`src/rtl/lift_motion_ctrl.sv`:
```
// lift_motion_ctrl -- single-car motion controller with collective dispatch.
//
// The car sits in IDLE for one evaluation cycle at every floor. There it
// decides between opening the door (a request is pending for this floor in
// the current travel direction), moving one floor, or staying put. A move
// lasts TRAVEL_CYCLES cycles and shifts the one-hot floor position on its
// last cycle. A door visit lasts DOOR_CYCLES cycles and is stretched while
// the hold button is pressed.
//
// Ports
//   clk              sole clock, rising edge
//   reset            synchronous, active-high
//   i_up_req_queue   pending hall-up requests, bit k = floor k
//   i_dn_req_queue   pending hall-down requests
//   i_flr_req_queue  pending in-car requests
//   i_door_hold      door-open hold button
//   o_flr_pos        one-hot current floor
//   o_up_clr         one-cycle clear of this floor's hall-up request
//   o_dn_clr         one-cycle clear of this floor's hall-down request
//   o_flr_clr        one-cycle clear of this floor's in-car request
//   o_dir            travel direction, 1 = up, 0 = down
//   o_moving         high while travelling
//   o_door_open      high while the door is open
module lift_motion_ctrl #(
    parameter int N_FLOORS      = 12,
    parameter int TRAVEL_CYCLES = 4,
    parameter int DOOR_CYCLES   = 3
) (
    input  logic                clk,
    input  logic                reset,
    input  logic [N_FLOORS-1:0] i_up_req_queue,
    input  logic [N_FLOORS-1:0] i_dn_req_queue,
    input  logic [N_FLOORS-1:0] i_flr_req_queue,
    input  logic                i_door_hold,
    output logic [N_FLOORS-1:0] o_flr_pos,
    output logic                o_up_clr,
    output logic                o_dn_clr,
    output logic                o_flr_clr,
    output logic                o_dir,
    output logic                o_moving,
    output logic                o_door_open
);

    localparam int CMAX = (TRAVEL_CYCLES > DOOR_CYCLES) ? TRAVEL_CYCLES : DOOR_CYCLES;
    localparam int CW   = $clog2(CMAX + 1);
    localparam logic [CW-1:0] TRV_LOAD  = CW'(TRAVEL_CYCLES - 1);
    localparam logic [CW-1:0] DOOR_LOAD = CW'(DOOR_CYCLES - 1);
    localparam logic [N_FLOORS-1:0] ONE = {{(N_FLOORS-1){1'b0}}, 1'b1};

    typedef enum logic [1:0] {IDLE, MOVE_UP, MOVE_DN, DOOR} state_t;

    state_t              state_q;
    logic [N_FLOORS-1:0] pos_q;
    logic [CW-1:0]       cnt_q;
    logic                dir_q;
    logic                up_clr_q;
    logic                dn_clr_q;
    logic                flr_clr_q;
    logic                moving_q;
    logic                door_q;

    logic [N_FLOORS-1:0] req_all;
    logic [N_FLOORS-1:0] below_mask;
    logic [N_FLOORS-1:0] above_mask;
    logic                above;
    logic                below;
    logic                hit_up;
    logic                hit_dn;
    logic                hit_flr;

    // With a one-hot position, pos-1 sets exactly the bits below the car.
    // Because the masks only ever cover in-range floors, the car can never
    // be sent up from the top floor or down from the bottom one.
    always_comb begin
        req_all    = i_up_req_queue | i_dn_req_queue | i_flr_req_queue;
        below_mask = pos_q - ONE;
        above_mask = ~(pos_q | below_mask);
        above      = |(req_all & above_mask);
        below      = |(req_all & below_mask);
        hit_up     = |(i_up_req_queue & pos_q);
        hit_dn     = |(i_dn_req_queue & pos_q);
        hit_flr    = |(i_flr_req_queue & pos_q);
    end

    always_ff @(posedge clk) begin
        if (reset) begin
            state_q   <= IDLE;
            pos_q     <= ONE;
            cnt_q     <= '0;
            dir_q     <= 1'b1;
            up_clr_q  <= 1'b0;
            dn_clr_q  <= 1'b0;
            flr_clr_q <= 1'b0;
            moving_q  <= 1'b0;
            door_q    <= 1'b0;
        end else begin
            // Strobes are single-cycle: only the IDLE->DOOR transition sets them.
            up_clr_q  <= 1'b0;
            dn_clr_q  <= 1'b0;
            flr_clr_q <= 1'b0;
            case (state_q)
                IDLE: begin
                    if (dir_q) begin
                        if (hit_flr || hit_up) begin
                            state_q   <= DOOR;
                            door_q    <= 1'b1;
                            cnt_q     <= DOOR_LOAD;
                            flr_clr_q <= 1'b1;
                            up_clr_q  <= 1'b1;
                        end else if (hit_dn && !above) begin
                            // Nothing further up: turn around and serve the down call here.
                            state_q   <= DOOR;
                            door_q    <= 1'b1;
                            cnt_q     <= DOOR_LOAD;
                            dir_q     <= 1'b0;
                            flr_clr_q <= 1'b1;
                            dn_clr_q  <= 1'b1;
                        end else if (above) begin
                            state_q  <= MOVE_UP;
                            moving_q <= 1'b1;
                            cnt_q    <= TRV_LOAD;
                        end else if (below) begin
                            state_q  <= MOVE_DN;
                            moving_q <= 1'b1;
                            cnt_q    <= TRV_LOAD;
                            dir_q    <= 1'b0;
                        end
                    end else begin
                        if (hit_flr || hit_dn) begin
                            state_q   <= DOOR;
                            door_q    <= 1'b1;
                            cnt_q     <= DOOR_LOAD;
                            flr_clr_q <= 1'b1;
                            dn_clr_q  <= 1'b1;
                        end else if (hit_up && !below) begin
                            state_q   <= DOOR;
                            door_q    <= 1'b1;
                            cnt_q     <= DOOR_LOAD;
                            dir_q     <= 1'b1;
                            flr_clr_q <= 1'b1;
                            up_clr_q  <= 1'b1;
                        end else if (below) begin
                            state_q  <= MOVE_DN;
                            moving_q <= 1'b1;
                            cnt_q    <= TRV_LOAD;
                        end else if (above) begin
                            state_q  <= MOVE_UP;
                            moving_q <= 1'b1;
                            cnt_q    <= TRV_LOAD;
                            dir_q    <= 1'b1;
                        end
                    end
                end
                MOVE_UP: begin
                    if (cnt_q == '0) begin
                        pos_q    <= pos_q << 1;
                        state_q  <= IDLE;
                        moving_q <= 1'b0;
                    end else begin
                        cnt_q <= cnt_q - 1'b1;
                    end
                end
                MOVE_DN: begin
                    if (cnt_q == '0) begin
                        pos_q    <= pos_q >> 1;
                        state_q  <= IDLE;
                        moving_q <= 1'b0;
                    end else begin
                        cnt_q <= cnt_q - 1'b1;
                    end
                end
                DOOR: begin
                    // Hold restarts the full dwell; new calls for this floor
                    // are ignored here and picked up by the next IDLE visit.
                    if (i_door_hold) begin
                        cnt_q <= DOOR_LOAD;
                    end else if (cnt_q == '0) begin
                        state_q <= IDLE;
                        door_q  <= 1'b0;
                    end else begin
                        cnt_q <= cnt_q - 1'b1;
                    end
                end
                default: state_q <= IDLE;
            endcase
        end
    end

    assign o_flr_pos   = pos_q;
    assign o_up_clr    = up_clr_q;
    assign o_dn_clr    = dn_clr_q;
    assign o_flr_clr   = flr_clr_q;
    assign o_dir       = dir_q;
    assign o_moving    = moving_q;
    assign o_door_open = door_q;

endmodule

```
`config.mk`:
```
export PLATFORM = sky130hd
export DESIGN_NAME = lift_motion_ctrl
export DESIGN_NICKNAME = d
export VERILOG_FILES = /design/src/rtl/lift_motion_ctrl.sv
export SDC_FILE = /design/constraint.sdc
export NUM_CORES = 1
export LEC_CHECK = 0
export CAP_MARGIN = 25
export CORE_ASPECT_RATIO = 0.9
export CORE_UTILIZATION = 54
export CTS_BUF_LIST = sky130_fd_sc_hd__clkbuf_4
export DETAILED_ROUTE_END_ITERATION = 8
export HOLD_SLACK_MARGIN = 0.15
export PLACE_DENSITY = 0.89
export SYNTH_ARGS = -nofsm -noshare
export SYNTH_HDL_FRONTEND = slang
export SYNTH_SLANG_ARGS = --single-unit
```
`constraint.sdc`:
```
create_clock -name clk -period 7.3 [get_ports clk]
set_input_delay 0.73 -clock clk [delete_from_list [all_inputs] [get_ports clk]]
set_output_delay 0.73 -clock clk [all_outputs]
set_load 0.02 [all_outputs]
```
== Word-level counts from Yosys, hierarchy flattened ==
Index checks and enable logic that the tools add are counted.
Storage, ports and cells
  output and inout bits: 18
  input port bits: 39
  word-level logic and storage cells: 126
  register bits after elaboration: 23
Cells by class
  multiplexer cells: 65
  equality and inequality tests: 17
  add/sub/neg operators: 2
  reductions and logical operators: 23
  bitwise logic cells: 10
Operator list (count)
  $and A12 B12 Y12: 5
  $reduce_or A12 Y1: 5
  $mux W1: 36
  $or A12 B12 Y12: 3
  $mux W3: 11
  $mux W12: 2
  $pmux W12 S2: 1
  $mux W2: 11
  $ne A3 B3 Y1 const B: 5
  $ne A6 B6 Y1 const B: 2
  $not A12 Y12: 1
  $sub A12 B1 Y12 const B: 1
  $pmux W3 S3: 1
  $ne A2 B2 Y1 const B: 4
  $ne A4 B4 Y1 const B: 2
  $reduce_and A7 Y1: 1
  $pmux W2 S3: 1
  $reduce_and A3 Y1: 2
  $reduce_bool A2 Y1: 3
  $reduce_and A5 Y1: 1
  $eq A2 B2 Y1 const B: 2
  $pmux W1 S2: 2
  $reduce_or A2 Y1: 2
  $logic_not A3 Y1: 1
  9 further kinds: 12

== Depth between registers and ports, before layout ==
  word-level depth: 11
  depth in mapped cells: 14
  mapped depth without buffers: 13

== Worst setup path before layout ==
Ideal clock, no wire load.
  path type: reg2reg
  start: reg pos_q[1] (netlist: o_flr_pos[1])
  end: reg door_q (netlist: o_door_open)
  data required time: 7170 ps
  data arrival time: 3341 ps
  stages on the path, launching flop included: 14
  buffers on the path: 1
  setup time: 130 ps
  period minus slack after synthesis: 3471 ps
  setup slack: 3829 ps
  cell sequence: dfxtp_1 -> buf_6 -> or3_4 -> or3_1 -> or3_1 -> or3_1 -> ha_1 -> o31ai_1 -> nand4_1 -> nor4b_4 -> nor2b_2 -> a221oi_4 -> mux2i_1 -> o22ai_1
Between the ends
  cells in the longest elaborated chain, start to end: 9
  elaborated cells between the ends (all ways): 26
  those cells by class: add/sub (1); eq/ne (2); mux (4); bitwise (7); reduce/logical (12)
Ends and longest elaborated chain
  start: declaration: line 53  | logic [N_FLOORS-1:0] pos_q;
  start signal: assignment: line 156  | pos_q <= pos_q << 1;
  start signal: assignment: line 165  | pos_q <= pos_q >> 1;
  $sub A12 B1 Y12: line 76  | below_mask = pos_q - ONE;
  $or A12 B12 Y12: line 77  | above_mask = ~(pos_q | below_mask);
  $not A12 Y12: line 77
  $and A12 B12 Y12: line 78  | above = |(req_all & above_mask);
  $reduce_or A12 Y1: line 78
  $logic_not A1 Y1: line 110  | end else if (hit_dn && !above) begin
  $logic_and A1 B1 Y1: line 110
  $ne A4 B4 Y1 (no source line)
  $reduce_and A5 Y1 (no source line)
  end signal: assignment: line 106  | door_q <= 1'b1;
  end signal: assignment: line 113  | door_q <= 1'b1;
  end signal: assignment: line 131  | door_q <= 1'b1;
  end: declaration: line 60  | logic door_q;
Parallel ways exist; a longest one is shown, timed or not.
A chain may end at the register's enable or synchronous reset.

== Final worst setup path ==
  start: reg pos_q[0] (netlist: o_flr_pos[0])
  end: reg door_q (netlist: o_door_open)
Same word-level chain as after synthesis.

==> key figures <==
Outcome
  – Status: completed

Clock network
  – CTS tree: built
  – Post-CTS sizing: 0
  – Postcts setup bufs: 0
  – Clock transition at path regs: 0.14 ns
  – Clock root cell: clkbuf_4
  – TritonCTS Buffers: 3
  – CTS Hold Buffers Added: 0
  – Clk buf depth: 2
  – Clk Latency, worst-skew pair: 0.33 ns
  – Clock Sinks: 23
  – H-tree depth: 1

Power
  – Power per standard cell area: 430 nW/um^2
  – Peak supply drop: 0.000317 V
  – Leakage: 0.953 nW

Min path
  – Hold Crit Class: flip-flop to flip-flop

Synthesis
  – Register area share after synthesis: 22.8%
  – Synth Warn #: 0
  – Yosys reg bits: 23
  – Post-synth cell types: 52
  – Post-Syn Area: 2020 um^2
  – Synth Instances: 249
  – Synth area leaders: dfxtp_1 23%, ha_1 11%, o31ai_1 6.7%, mux2i_1 5.4%, a211oi_1 4.1%
  – Number of flops mapped to enable cells by yosys: 0
  – Avg Inst Size Synth: 8.12 um^2
  – Dominant cell type by area after synthesis: dfxtp_1
  – Syn nets: 305
  – Yosys top cell area share: 22.8%
  – Ys flop type: dfxtp_1
  – Ys async rst share: 0%

STA
  – RSZ-0062 raised after global routing: no
  – Final Hold Fails: 0
  – Worst-Margin Slew: 0.812 ns
  – F_max: roughly 270 MHz
  – Final worst-path cycle share: 50.2%
  – Final min period: 3.67 ns
  – Relative slew slack: ~46%
  – Max-slew violation count: 0
  – Layout Skew: 0.0152 ns
  – Final setup viols: 0
  – TNS Setup: 0 ns

Critical path
  – Crit. End Element: flip-flop
  – Top Family by Delay on Critical Path: simple AND/OR/NAND/NOR gates
  – CP max stage delay: 0.44 ns
  – Worst-path cell chain: or3_4, or3_1, or3_1, or3_1, ha_1, o31ai_1, nand4_1, nor4b_4, nor2b_2, a221oi_4, mux2i_1, o22ai_1
  – Cell mode on critical path: or3_1
  – CP Data Required Time: 7.48 ns
  – Critical path launch point type: flip-flop
  – Buf/Inv on CP: 0
  – Crit-path max FO: 9
  – CP Data Arrival Time: 3.85 ns
  – Critical path start-end classification: flip-flop to flip-flop
  – Critical path's slowest cell: or3_4

Global route
  – Number of global-route vias before repair: 1,929
  – Initial antenna violation count: 0
  – First-pass GRT wire length: 9180 um
  – GRT Overall Usage: between 30% and 40%
  – Largest net degree at the start of global routing: 24
  – Overflow after GRT: 0

Routing
  – Top sig layer: met4
  – Total wire length: approximately 5800 um
  – DRT antenna net count: 0
  – WL met2: about 2500 um
  – DR vias: about 2.1k
  – Routed wire per std cell: 17.2 um
  – Wire length on met3: just over 600 um
  – Drt pass-1 iters: 5
  – Routed length on met1: 2600 um
  – Vias per cell: 6.28
  – Drt initial violations: ~230
  – Remaining DRCs: 0

Run
  – Max Cap Viol: 0

Floorplanning
  – Initial Util: 58.1%
  – Die span in x: 66.5 um
  – Row count: 20
  – CORE AREA: 3480 um^2
  – Full die area: roughly 4000 um^2
  – Die height: 60.1 um
  – Num ports: 57

Cells and area
  – Share of cells above drive strength 1: under 10%
  – Area growth, synth to finish: 27.2%
  – N_diodes: 0
  – Most common cell after layout, fill and taps aside: clkdlybuf4s50_1
  – Layout Cells excl Fill: 337
  – Commonest non-fill, non-tap cells in the layout: 56 x clkdlybuf4s50_1, 23 x dfxtp_1, 21 x nor2_1
  – Final net count: 350

Place
  – Cells after DPL: 333
  – Port bufs: 56
  – Final HPWL DP: 4600 um
  – Placer Congestion: about 0.96
-- sequential cells by signal, summed over array words and instances, names as in the netlist --
signal	cells
cnt_q	3
o_dir	1
o_dn_clr	1
o_door_open	1
o_flr_clr	1
o_flr_pos	12
o_moving	1
o_up_clr	1
state_q	2
-- kinds of logic after synthesis --
family / share of synthesized area [%]
fa+ha+maj: 10.5
mux: 5.45
xor+xnor: 0.433
simple gates: 23.3
buf+inv: 9.03
flops: 22.8
compound gates: 28.5
-- power by group --
| part | internal (mW) | switching (mW) |
|---|---|---|
| logic | 0.347 | 0.418 |
| registers | 0.177 | 0.101 |
| clock network | 0.0210 | 0.0412 |
-- through the flow --
stage / util (%) / cell area [um^2] / total power, mW / hold slack [ns] / worst slack, ns
global route: 73.9 / 2570 / 1.20 / 0.511 / 3.39
detailed placement: 73.1 / 2540 / 1.03 / 0.464 / 3.69
finish: 73.9 / 2570 / 1.10 / 0.479 / 3.63
CTS: 73.9 / 2570 / 1.10 / 0.486 / 3.66
floorplan: - / 2020 / 0.814 / 0.466 / 3.83
global placement: 72.7 / 2530 / 1.01 / 0.458 / 3.76
-- tightest hold or removal path, cell delays in order, from the launching register on --
cell       delay, ns
dfxtp_1         0.34
nand2b_1        0.07
o2bb2ai_1       0.05
-- worst paths after layout --
path | from | endpoint | slack [ns] | cells after the start
max | o_flr_pos[0] | o_door_open | 3.63 | 12
min | o_moving | o_moving | 0.48 | 2
max reg2reg | o_flr_pos[0] | o_door_open | 3.63 | 12
min reg2reg | o_moving | o_moving | 0.48 | 2
-- metal layers --
metal | up-vias | global-route usage [%]
met2 | 127 | 46.4
met1 | 949 | 43.1
met4 | 0 | 10.6
met3 | 12 | 6.30
li1 | 1028 | -
met5 | - | 0
-- synth_stat cells (2+ instances only) --
master and count:
a211oi_1 11, a21oi_1 5, a221oi_1 4, a22o_1 3
a22oi_1 11, a31oi_1 2, and3_1 2, buf_2 5
buf_6 5, clkbuf_1 6, dfxtp_1 23, ha_1 17
inv_1 20, mux2i_1 11, nand2_1 18, nand2b_1 3
nand3b_1 2, nand4_1 5, nand4b_1 2, nor2_1 21
nor2b_1 2, nor3_1 6, o21ai_0 13, o31ai_1 18
or3_1 6, or3_4 2
-- final cells by class --
cell class	instances	area, um^2
Clock buffer	3	22.5
Clock inverter	1	7.51
Fill cell	287	907
Inverter	20	75.1
Multi-Input combinational cell	189	1380
Sequential cell	23	460
Tap cell	44	55.1
Timing Repair Buffer	57	572
(Power assumes the default switching activity.)
